## src/rtl/adc_event_capture_pkg.sv

```systemverilog
// Shared types for the ADC event capture block: record layout, readout
// framing constant, capture/readout state encodings and the header-word packer.
package adc_evt_pkg;

  localparam int         REC_W      = 80;
  localparam logic [7:0] WORD_MAGIC = 8'hA5;

  typedef struct packed {
    logic [63:0] ts;
    logic [15:0] peak;
  } evt_rec_t;

  typedef enum logic [1:0] {
    CAP_IDLE,
    CAP_TRACK,
    CAP_WAIT_LOW
  } cap_state_e;

  typedef enum logic [1:0] {
    RD_IDLE,
    RD_W0,
    RD_W1,
    RD_W2
  } rd_state_e;

  function automatic logic [31:0] make_w0(input logic [7:0] seq, input logic [15:0] peak);
    return {WORD_MAGIC, seq, peak};
  endfunction

endpackage

```

## src/rtl/adc_event_capture_if.sv

```systemverilog
// Stream bundle for the capture block: valid-only trigger input from the ADC
// stage and the 32-bit AXI-Stream readout. The capture block is the master.
interface adc_event_capture_if;
  logic        s_axis_tvalid;
  logic [15:0] s_axis_tdata;
  logic        m_axis_tvalid;
  logic        m_axis_tready;
  logic [31:0] m_axis_tdata;
  logic        m_axis_tlast;

  modport master (
    input  s_axis_tvalid, s_axis_tdata, m_axis_tready,
    output m_axis_tvalid, m_axis_tdata, m_axis_tlast
  );

  modport slave (
    output s_axis_tvalid, s_axis_tdata, m_axis_tready,
    input  m_axis_tvalid, m_axis_tdata, m_axis_tlast
  );
endinterface

```

## src/rtl/adc_event_fifo.sv

```systemverilog
// Synchronous record FIFO with registered full/empty/level. Writes to a full
// FIFO and reads from an empty one are ignored.
module adc_event_fifo
  import adc_evt_pkg::*;
#(
  parameter int AW = 4
) (
  input  logic     clk,
  input  logic     rst,
  input  logic     wr_en,
  input  evt_rec_t wr_data,
  input  logic     rd_en,
  output evt_rec_t rd_data,
  output logic     full,
  output logic     empty,
  output logic [AW:0] level
);
  localparam int DEPTH = 1 << AW;

  evt_rec_t        mem [DEPTH];
  logic [AW-1:0]   wr_ptr_q, wr_ptr_d, rd_ptr_q, rd_ptr_d;
  logic [AW:0]     level_q, level_d;
  logic            full_q, full_d, empty_q, empty_d;
  logic            do_wr, do_rd;

  always_comb begin
    do_wr    = wr_en && !full_q;
    do_rd    = rd_en && !empty_q;
    wr_ptr_d = do_wr ? wr_ptr_q + AW'(1) : wr_ptr_q;
    rd_ptr_d = do_rd ? rd_ptr_q + AW'(1) : rd_ptr_q;
    level_d  = level_q;
    if (do_wr && !do_rd) level_d = level_q + (AW+1)'(1);
    if (do_rd && !do_wr) level_d = level_q - (AW+1)'(1);
    full_d   = (level_d == (AW+1)'(DEPTH));
    empty_d  = (level_d == '0);
  end

  // NOTE: storage is deliberately not reset; clearing the pointers makes stale entries unreachable.
  always_ff @(posedge clk) begin
    if (do_wr) mem[wr_ptr_q] <= wr_data;
  end

  // NOTE: state flops use non-blocking assignments so every flop samples pre-edge values.
  always_ff @(posedge clk) begin
    if (rst) begin
      wr_ptr_q <= '0;
      rd_ptr_q <= '0;
      level_q  <= '0;
      full_q   <= 1'b0;
      empty_q  <= 1'b1;
    end else begin
      wr_ptr_q <= wr_ptr_d;
      rd_ptr_q <= rd_ptr_d;
      level_q  <= level_d;
      full_q   <= full_d;
      empty_q  <= empty_d;
    end
  end

  assign rd_data = mem[rd_ptr_q];
  assign full    = full_q;
  assign empty   = empty_q;
  assign level   = level_q;

endmodule

```

## src/rtl/adc_event_capture.sv

```systemverilog
// Captures trigger episodes (start timestamp + peak) into a record FIFO and
// serialises each record as three AXI-Stream words.
module adc_event_capture
  import adc_evt_pkg::*;
#(
  parameter int FIFO_AW   = 4,
  parameter int MAX_TRACK = 4096
) (
  input  logic                 aclk,
  input  logic                 areset,
  adc_event_capture_if.master  axis,
  input  logic                 clear_counters,
  output logic [31:0]          event_count,
  output logic [15:0]          drop_count,
  output logic [FIFO_AW:0]     fifo_level
);
  localparam int LEN_W = $clog2(MAX_TRACK + 1);

  logic [63:0]      timestamp_q, timestamp_d;
  cap_state_e       cap_q, cap_d;
  logic [63:0]      ts_start_q, ts_start_d;
  logic [15:0]      peak_q, peak_d;
  logic [LEN_W-1:0] len_q, len_d;
  logic             close;
  logic [31:0]      event_count_q, event_count_d;
  logic [15:0]      drop_count_q, drop_count_d;

  rd_state_e        rd_q, rd_d;
  logic [63:0]      ts_hold_q, ts_hold_d;
  logic [7:0]       seq_q, seq_d;
  logic             tvalid_q, tvalid_d, tlast_q, tlast_d;
  logic [31:0]      tdata_q, tdata_d;
  logic             accept, load;

  logic             fifo_full, fifo_empty;
  evt_rec_t         fifo_rd_data;

  adc_event_fifo #(.AW(FIFO_AW)) u_fifo (
    .clk     (aclk),
    .rst     (areset),
    .wr_en   (close),
    .wr_data ({ts_start_q, peak_q}),
    .rd_en   (load),
    .rd_data (fifo_rd_data),
    .full    (fifo_full),
    .empty   (fifo_empty),
    .level   (fifo_level)
  );

  // NOTE: every signal driven here gets a default first so no latch can be inferred.
  always_comb begin
    cap_d      = cap_q;
    ts_start_d = ts_start_q;
    peak_d     = peak_q;
    len_d      = len_q;
    close      = 1'b0;
    unique case (cap_q)
      CAP_IDLE: if (axis.s_axis_tvalid) begin
        cap_d      = CAP_TRACK;
        ts_start_d = timestamp_q;
        peak_d     = axis.s_axis_tdata;
        len_d      = LEN_W'(1);
      end
      CAP_TRACK: if (!axis.s_axis_tvalid) begin
        close = 1'b1;
        cap_d = CAP_IDLE;
      end else if (len_q == LEN_W'(MAX_TRACK)) begin
        close = 1'b1;
        cap_d = CAP_WAIT_LOW;
      end else begin
        if (axis.s_axis_tdata > peak_q) peak_d = axis.s_axis_tdata;
        len_d = len_q + LEN_W'(1);
      end
      CAP_WAIT_LOW: if (!axis.s_axis_tvalid) cap_d = CAP_IDLE;
      default: cap_d = CAP_IDLE;
    endcase

    timestamp_d = timestamp_q + 64'd1;
    // Full is the registered pre-pop flag, so a same-cycle pop never rescues a push.
    event_count_d = clear_counters ? '0 : event_count_q + 32'(close);
    drop_count_d  = drop_count_q;
    if (clear_counters)                                       drop_count_d = '0;
    else if (close && fifo_full && drop_count_q != 16'hFFFF) drop_count_d = drop_count_q + 16'd1;
  end

  always_comb begin
    rd_d      = rd_q;
    ts_hold_d = ts_hold_q;
    seq_d     = seq_q;
    tvalid_d  = tvalid_q;
    tdata_d   = tdata_q;
    tlast_d   = tlast_q;
    load      = 1'b0;
    accept    = tvalid_q && axis.m_axis_tready;
    unique case (rd_q)
      RD_IDLE: load = !fifo_empty;
      RD_W0: if (accept) begin
        rd_d    = RD_W1;
        tdata_d = ts_hold_q[63:32];
      end
      RD_W1: if (accept) begin
        rd_d    = RD_W2;
        tdata_d = ts_hold_q[31:0];
        tlast_d = 1'b1;
      end
      RD_W2: if (accept) begin
        load     = !fifo_empty;
        rd_d     = RD_IDLE;
        tvalid_d = 1'b0;
        tdata_d  = '0;
        tlast_d  = 1'b0;
      end
      default: rd_d = RD_IDLE;
    endcase
    // Back-to-back records reload straight into W0 so the stream has no bubble.
    if (load) begin
      rd_d      = RD_W0;
      ts_hold_d = fifo_rd_data.ts;
      seq_d     = seq_q + 8'd1;
      tvalid_d  = 1'b1;
      tdata_d   = make_w0(seq_q, fifo_rd_data.peak);
      tlast_d   = 1'b0;
    end
  end

  always_ff @(posedge aclk) begin
    if (areset) begin
      timestamp_q   <= '0;
      cap_q         <= CAP_IDLE;
      ts_start_q    <= '0;
      peak_q        <= '0;
      len_q         <= '0;
      event_count_q <= '0;
      drop_count_q  <= '0;
      rd_q          <= RD_IDLE;
      ts_hold_q     <= '0;
      seq_q         <= '0;
      tvalid_q      <= 1'b0;
      tdata_q       <= '0;
      tlast_q       <= 1'b0;
    end else begin
      timestamp_q   <= timestamp_d;
      cap_q         <= cap_d;
      ts_start_q    <= ts_start_d;
      peak_q        <= peak_d;
      len_q         <= len_d;
      event_count_q <= event_count_d;
      drop_count_q  <= drop_count_d;
      rd_q          <= rd_d;
      ts_hold_q     <= ts_hold_d;
      seq_q         <= seq_d;
      tvalid_q      <= tvalid_d;
      tdata_q       <= tdata_d;
      tlast_q       <= tlast_d;
    end
  end

  assign axis.m_axis_tvalid = tvalid_q;
  assign axis.m_axis_tdata  = tdata_q;
  assign axis.m_axis_tlast  = tlast_q;
  assign event_count        = event_count_q;
  assign drop_count         = drop_count_q;

endmodule

```

## src/flat_wrapper.sv

```systemverilog
// flat-port wrapper written by rule: the top's interface ports become plain ports
module adc_event_capture_flat import adc_evt_pkg::*;
#(
  parameter int FIFO_AW   = 4,
  parameter int MAX_TRACK = 4096
)
  (aclk, areset, clear_counters, event_count, drop_count, fifo_level, axis_s_axis_tvalid, axis_s_axis_tdata, axis_m_axis_tready, axis_m_axis_tvalid, axis_m_axis_tdata, axis_m_axis_tlast);
  adc_event_capture_if axis_i ();
  input  logic aclk;
  input  logic areset;
  input  logic clear_counters;
  output logic [31:0] event_count;
  output logic [15:0] drop_count;
  output logic [FIFO_AW:0] fifo_level;
  input wire logic [$bits(axis_i.s_axis_tvalid)-1:0] axis_s_axis_tvalid;
  input wire logic [$bits(axis_i.s_axis_tdata)-1:0] axis_s_axis_tdata;
  input wire logic [$bits(axis_i.m_axis_tready)-1:0] axis_m_axis_tready;
  output wire logic [$bits(axis_i.m_axis_tvalid)-1:0] axis_m_axis_tvalid;
  output wire logic [$bits(axis_i.m_axis_tdata)-1:0] axis_m_axis_tdata;
  output wire logic [$bits(axis_i.m_axis_tlast)-1:0] axis_m_axis_tlast;
  assign axis_i.s_axis_tvalid = axis_s_axis_tvalid;
  assign axis_i.s_axis_tdata = axis_s_axis_tdata;
  assign axis_i.m_axis_tready = axis_m_axis_tready;
  assign axis_m_axis_tvalid = axis_i.m_axis_tvalid;
  assign axis_m_axis_tdata = axis_i.m_axis_tdata;
  assign axis_m_axis_tlast = axis_i.m_axis_tlast;
  adc_event_capture #(.FIFO_AW(FIFO_AW), .MAX_TRACK(MAX_TRACK)) u_core (.aclk(aclk), .areset(areset), .axis(axis_i), .clear_counters(clear_counters), .event_count(event_count), .drop_count(drop_count), .fifo_level(fifo_level));
endmodule
```

## config.mk

```make
export PLATFORM = sky130hd
export DESIGN_NAME = adc_event_capture_flat
export DESIGN_NICKNAME = d
export VERILOG_FILES = /design/src/rtl/adc_event_capture_pkg.sv /design/src/rtl/adc_event_capture_if.sv /design/src/rtl/adc_event_fifo.sv /design/src/rtl/adc_event_capture.sv /design/src/flat_wrapper.sv
export SDC_FILE = /design/constraint.sdc
export NUM_CORES = 2
export LEC_CHECK = 0
export CORE_UTILIZATION = 24
export CTS_BUF_LIST = sky130_fd_sc_hd__clkbuf_2
export CTS_CLUSTER_SIZE = 28
export DETAILED_ROUTE_END_ITERATION = 10
export DONT_BUFFER_PORTS = 1
export GPL_TIMING_DRIVEN = 0
export PLACE_DENSITY = 0.35
export SYNTH_ARGS = -nofsm -noshare
export SYNTH_HDL_FRONTEND = slang
export SYNTH_SLANG_ARGS = --single-unit
```

## constraint.sdc

```tcl
create_clock -name aclk -period 13.3 [get_ports aclk]
set_input_delay 2.66 -clock aclk [delete_from_list [all_inputs] [get_ports aclk]]
set_output_delay 2.66 -clock aclk [all_outputs]
set_load 0.005 [all_outputs]
```

==> flow_summary.json <==
{
  "rsz0062_at_grt": "false",
  "outcome": "finished, final reports clean",
  "ant_nets": 0,
  "arrival_ns": 2.43,
  "yosysWarningCount": 0,
  "grt_pass1_wl_mm": 280,
  "period_share_pct": 38.3,
  "fmax_ghz": 0.196,
  "firstDrtPassIters": 5,
  "cap_violations": 0,
  "final_hold_viol_count": 0,
  "synth-adder-area-share_pct": 0.746,
  "use_met2_pct": 23.8,
  "port_buffers": 0,
  "routabilityCongestion": 0.735,
  "drc": 0,
  "cts.path.max_buffers": 4,
  "vias": 34800,
  "wire_per_inst_um": 25.8,
  "path_max_fanout": 2,
  "seq_area_frac_synth_pct": 72.7,
  "post_cts_buffers": 0,
  "synth_area_um2": 62100,
  "power_density_nw_per_um2": 154,
  "cts_hold_buf": 0,
  "muxShareOfSynthArea_pct": 14.6,
  "relSlewSlack_pct": 11.7,
  "hp-class": "flop to flop",
  "synth_cells": 3521,
  "grt_use_met3_pct": 4.32,
  "cts.sinks": 1614,
  "ys_types": 53,
  "tightest_slew_ns": 1.32,
  "htree_levels": 5,
  "setup_viol": 0,
  "synthToLayoutAreaGrowth_pct": 16.6,
  "nets": 4149,
  "die_height_um": 511,
  "dp_hpwl_mm": 135,
  "final_area_um2": 72400,
  "grt_antenna_before_repair": 11,
  "drt_iter0_drc": 2629,
  "core-area_um2": 257000,
  "synth-edff-count": 1280,
  "fp-row-count": 186,
  "clock_skew_ns": 0.187,
  "syn-num-nets": 3579,
  "drv_slew": 0,
  "crit_required_ns": 10.64,
  "busiest_layer": "met2",
  "die-area_um2": 261000,
  "synth-xor-area-share_pct": 1.65,
  "die_w_um": 511,
  "path_clk_slew_ns": 0.10,
  "cts_tree": "yes",
  "clk_latency_ns": 1.83,
  "r2r_end": "u_core.u_fifo.mem[2][65]",
  "yosys.area_share.simple_pct": 5.86,
  "p_leak_nw": 24.0,
  "grt_max_degree": 19,
  "pre_cts_slack_ns": 7.14,
  "crit_path_end_kind": "primary output",
  "async_flop_share_pct": 0,
  "rr_worst_depth": 13,
  "worstSetupPathType": "flop to primary output",
  "synth_flop_cell": "edfxtp_1",
  "post_cts_resized": 0,
  "fin_crit_ns": 5.09,
  "synth-seq-cells": 1614,
  "start_kind": "flop",
  "setup_ws_ns": 8.21,
  "placed_cell_area_um2": 68500,
  "startpoint": "u_core.axis.m_axis_tdata[26]",
  "overflow": 0,
  "rrSetupSlack_ns": 8.47,
  "synth_top_family_by_area": "multiplexers",
  "routed_wl_mm": 202,
  "cts_buffers": 446,
  "pin_count": 108,
  "hold_slack_ns": 0.451,
  "grt_pass1_vias": 35900,
  "avgSynthCellArea_um2": 17.6,
  "vias_per_cell": 4.45,
  "setup_tns_ns": 0,
  "initial_utilization_pct": 24.2,
  "root_buffer": "clkbuf_2",
  "grt_usage_pct": 15.4,
  "crit_end": "axis_m_axis_tdata[26]",
  "drive_above_1_share_pct": 28.8,
  "synth_compound_area_share_pct": 3.00,
  "crit_cells": 0,
  "worst_ir_drop_vdd_mv": 0.102,
  "use_met1_pct": 20.6,
  "r2r-start": "u_core.len_q[0]"
}
cell usage in the layout (no fill, tap or decap), types with 47 or more instances in the layout:
master    Yosys  layout
dfxtp_1     334     334
a21oi_1     213     213
buf_12        0      50
mux4_2      400     400
clkbuf_1    132     125
clkinv_1      0      72
clkbuf_2      0     689
nand2_1     320     320
nor2_1      210     198
nand3_1      56      56
edfxtp_1   1280    1280
xor2_1       70      70
xnor2_1      47      47
cell usage after synthesis, types with 4 or more instances:
cell       number  area [um2]
a2111oi_0       6        52.6
a211oi_1       27         203
a21o_1          4        30.0
a21oi_1       213        1070
and2_1          4        25.0
and3_1         22         138
and4_1         13         114
buf_1          47         176
buf_2          14        70.1
clkbuf_1      132         495
dfxtp_1       334        6690
edfxtp_1     1280       38400
ha_1           37         463
inv_1          43         161
mux4_2        400        9010
nand2_1       320        1200
nand2b_1        4        25.0
nand3_1        56         280
nand4_1        36         225
nor2_1        210         788
nor2b_1         7        43.8
nor3_1         43         215
nor3b_1        34         255
nor4_1          5        31.3
o2111ai_1      16         140
o21a_1          4        30.0
o21ai_0        21         105
o31ai_1        17         128
or3_1          22         138
or4_1           4        30.0
xnor2_1        47         412
xor2_1         70         613
per-layer routing:
layer	vias up	share of wire, %
met5	-	0.023
met4	6	2.9
met3	344	6.6
met2	1008	45
met1	18100	45
li1	15300	-
how the worst min path moves through the flow:
| stage | depth (start not counted) | end | start | slack [ns] |
|---|---|---|---|---|
| 3_3_place_gp | 2 | u_core.ts_hold_q[35] | u_core.ts_hold_q[35] | 0.45 |
| 6_report | 2 | u_core.ts_start_q[8] | u_core.timestamp_q[8] | 0.45 |
| 2_1_floorplan | 2 | u_core.ts_hold_q[32] | u_core.ts_hold_q[32] | 0.43 |
| 4_1_cts | 2 | u_core.ts_start_q[8] | u_core.timestamp_q[8] | 0.42 |
| 3_5_place_dp | 2 | u_core.ts_hold_q[44] | u_core.ts_hold_q[44] | 0.44 |
| 5_1_grt | 2 | u_core.ts_start_q[8] | u_core.timestamp_q[8] | 0.43 |
metrics by stage:
step / std cells / utilization, % / power [mW]
final: 7812 / 28.2 / 11.1
after global routing: 7808 / 28.2 / 11.7
after CTS: 7797 / 28.2 / 11.4
after detailed placement: 7025 / 26.6 / 7.78
after global placement: 6905 / 25.8 / 7.78
after floorplan: 3521 / - / 6.89
sequential cells by signal, indices dropped and copies added (netlist names), 2 cells and up, named ones only:
name / flops
u_core.u_fifo.mem: 1280
u_core.timestamp_q: 64
u_core.ts_hold_q: 64
u_core.ts_start_q: 64
u_core.axis.m_axis_tdata: 32
u_core.event_count: 32
u_core.drop_count: 16
u_core.peak_q: 16
u_core.len_q: 13
u_core.seq_q: 8
u_core.u_fifo.level: 5
u_core.u_fifo.rd_ptr_q: 4
u_core.u_fifo.wr_ptr_q: 4
u_core.cap_q: 2
u_core.rd_q: 2
cell type report:
cell class | count | area [um2]
Multi-Input combinational cell | 1669 | 16100
Inverter | 43 | 161
Antenna cell | 13 | 32.5
Clock buffer | 682 | 3410
Tap cell | 3384 | 4230
Buffer | 195 | 768
Timing Repair Buffer | 122 | 2070
Clock inverter | 90 | 452
Sequential cell | 1614 | 45100
Fill cell | 26000 | 185000
worst reg2reg max path, delay by kind of cell (launching register included):
kind	cells	cell delay, ns
and+or+nand+nor	4	2.39
AOI/OAI and AO/OA	1	0.37
adders and majority gates	1	0.16
buffers and inverters	7	1.14
DFF	1	0.37
cell families (layout without fill, tap and decap cells):
family	Yosys count	in the layout
buffers and inverters	238	1132
other	0	13
AOI/OAI and AO/OA	320	320
adders and majority gates	37	37
muxes	403	403
and+or+nand+nor	792	792
DFF	1614	1614
xor gates and xnor gates	117	117
power by group:
part | internal (mW) | total, mW | switching (mW)
Clock | 1.42 | 3.54 | 2.12
Combinational | 0.683 | 1.87 | 1.19
Sequential | 5.53 | 5.74 | 0.204
Total | 7.64 | 11.1 | 3.51
No activity file was read; power rests on OpenSTA's default activity.
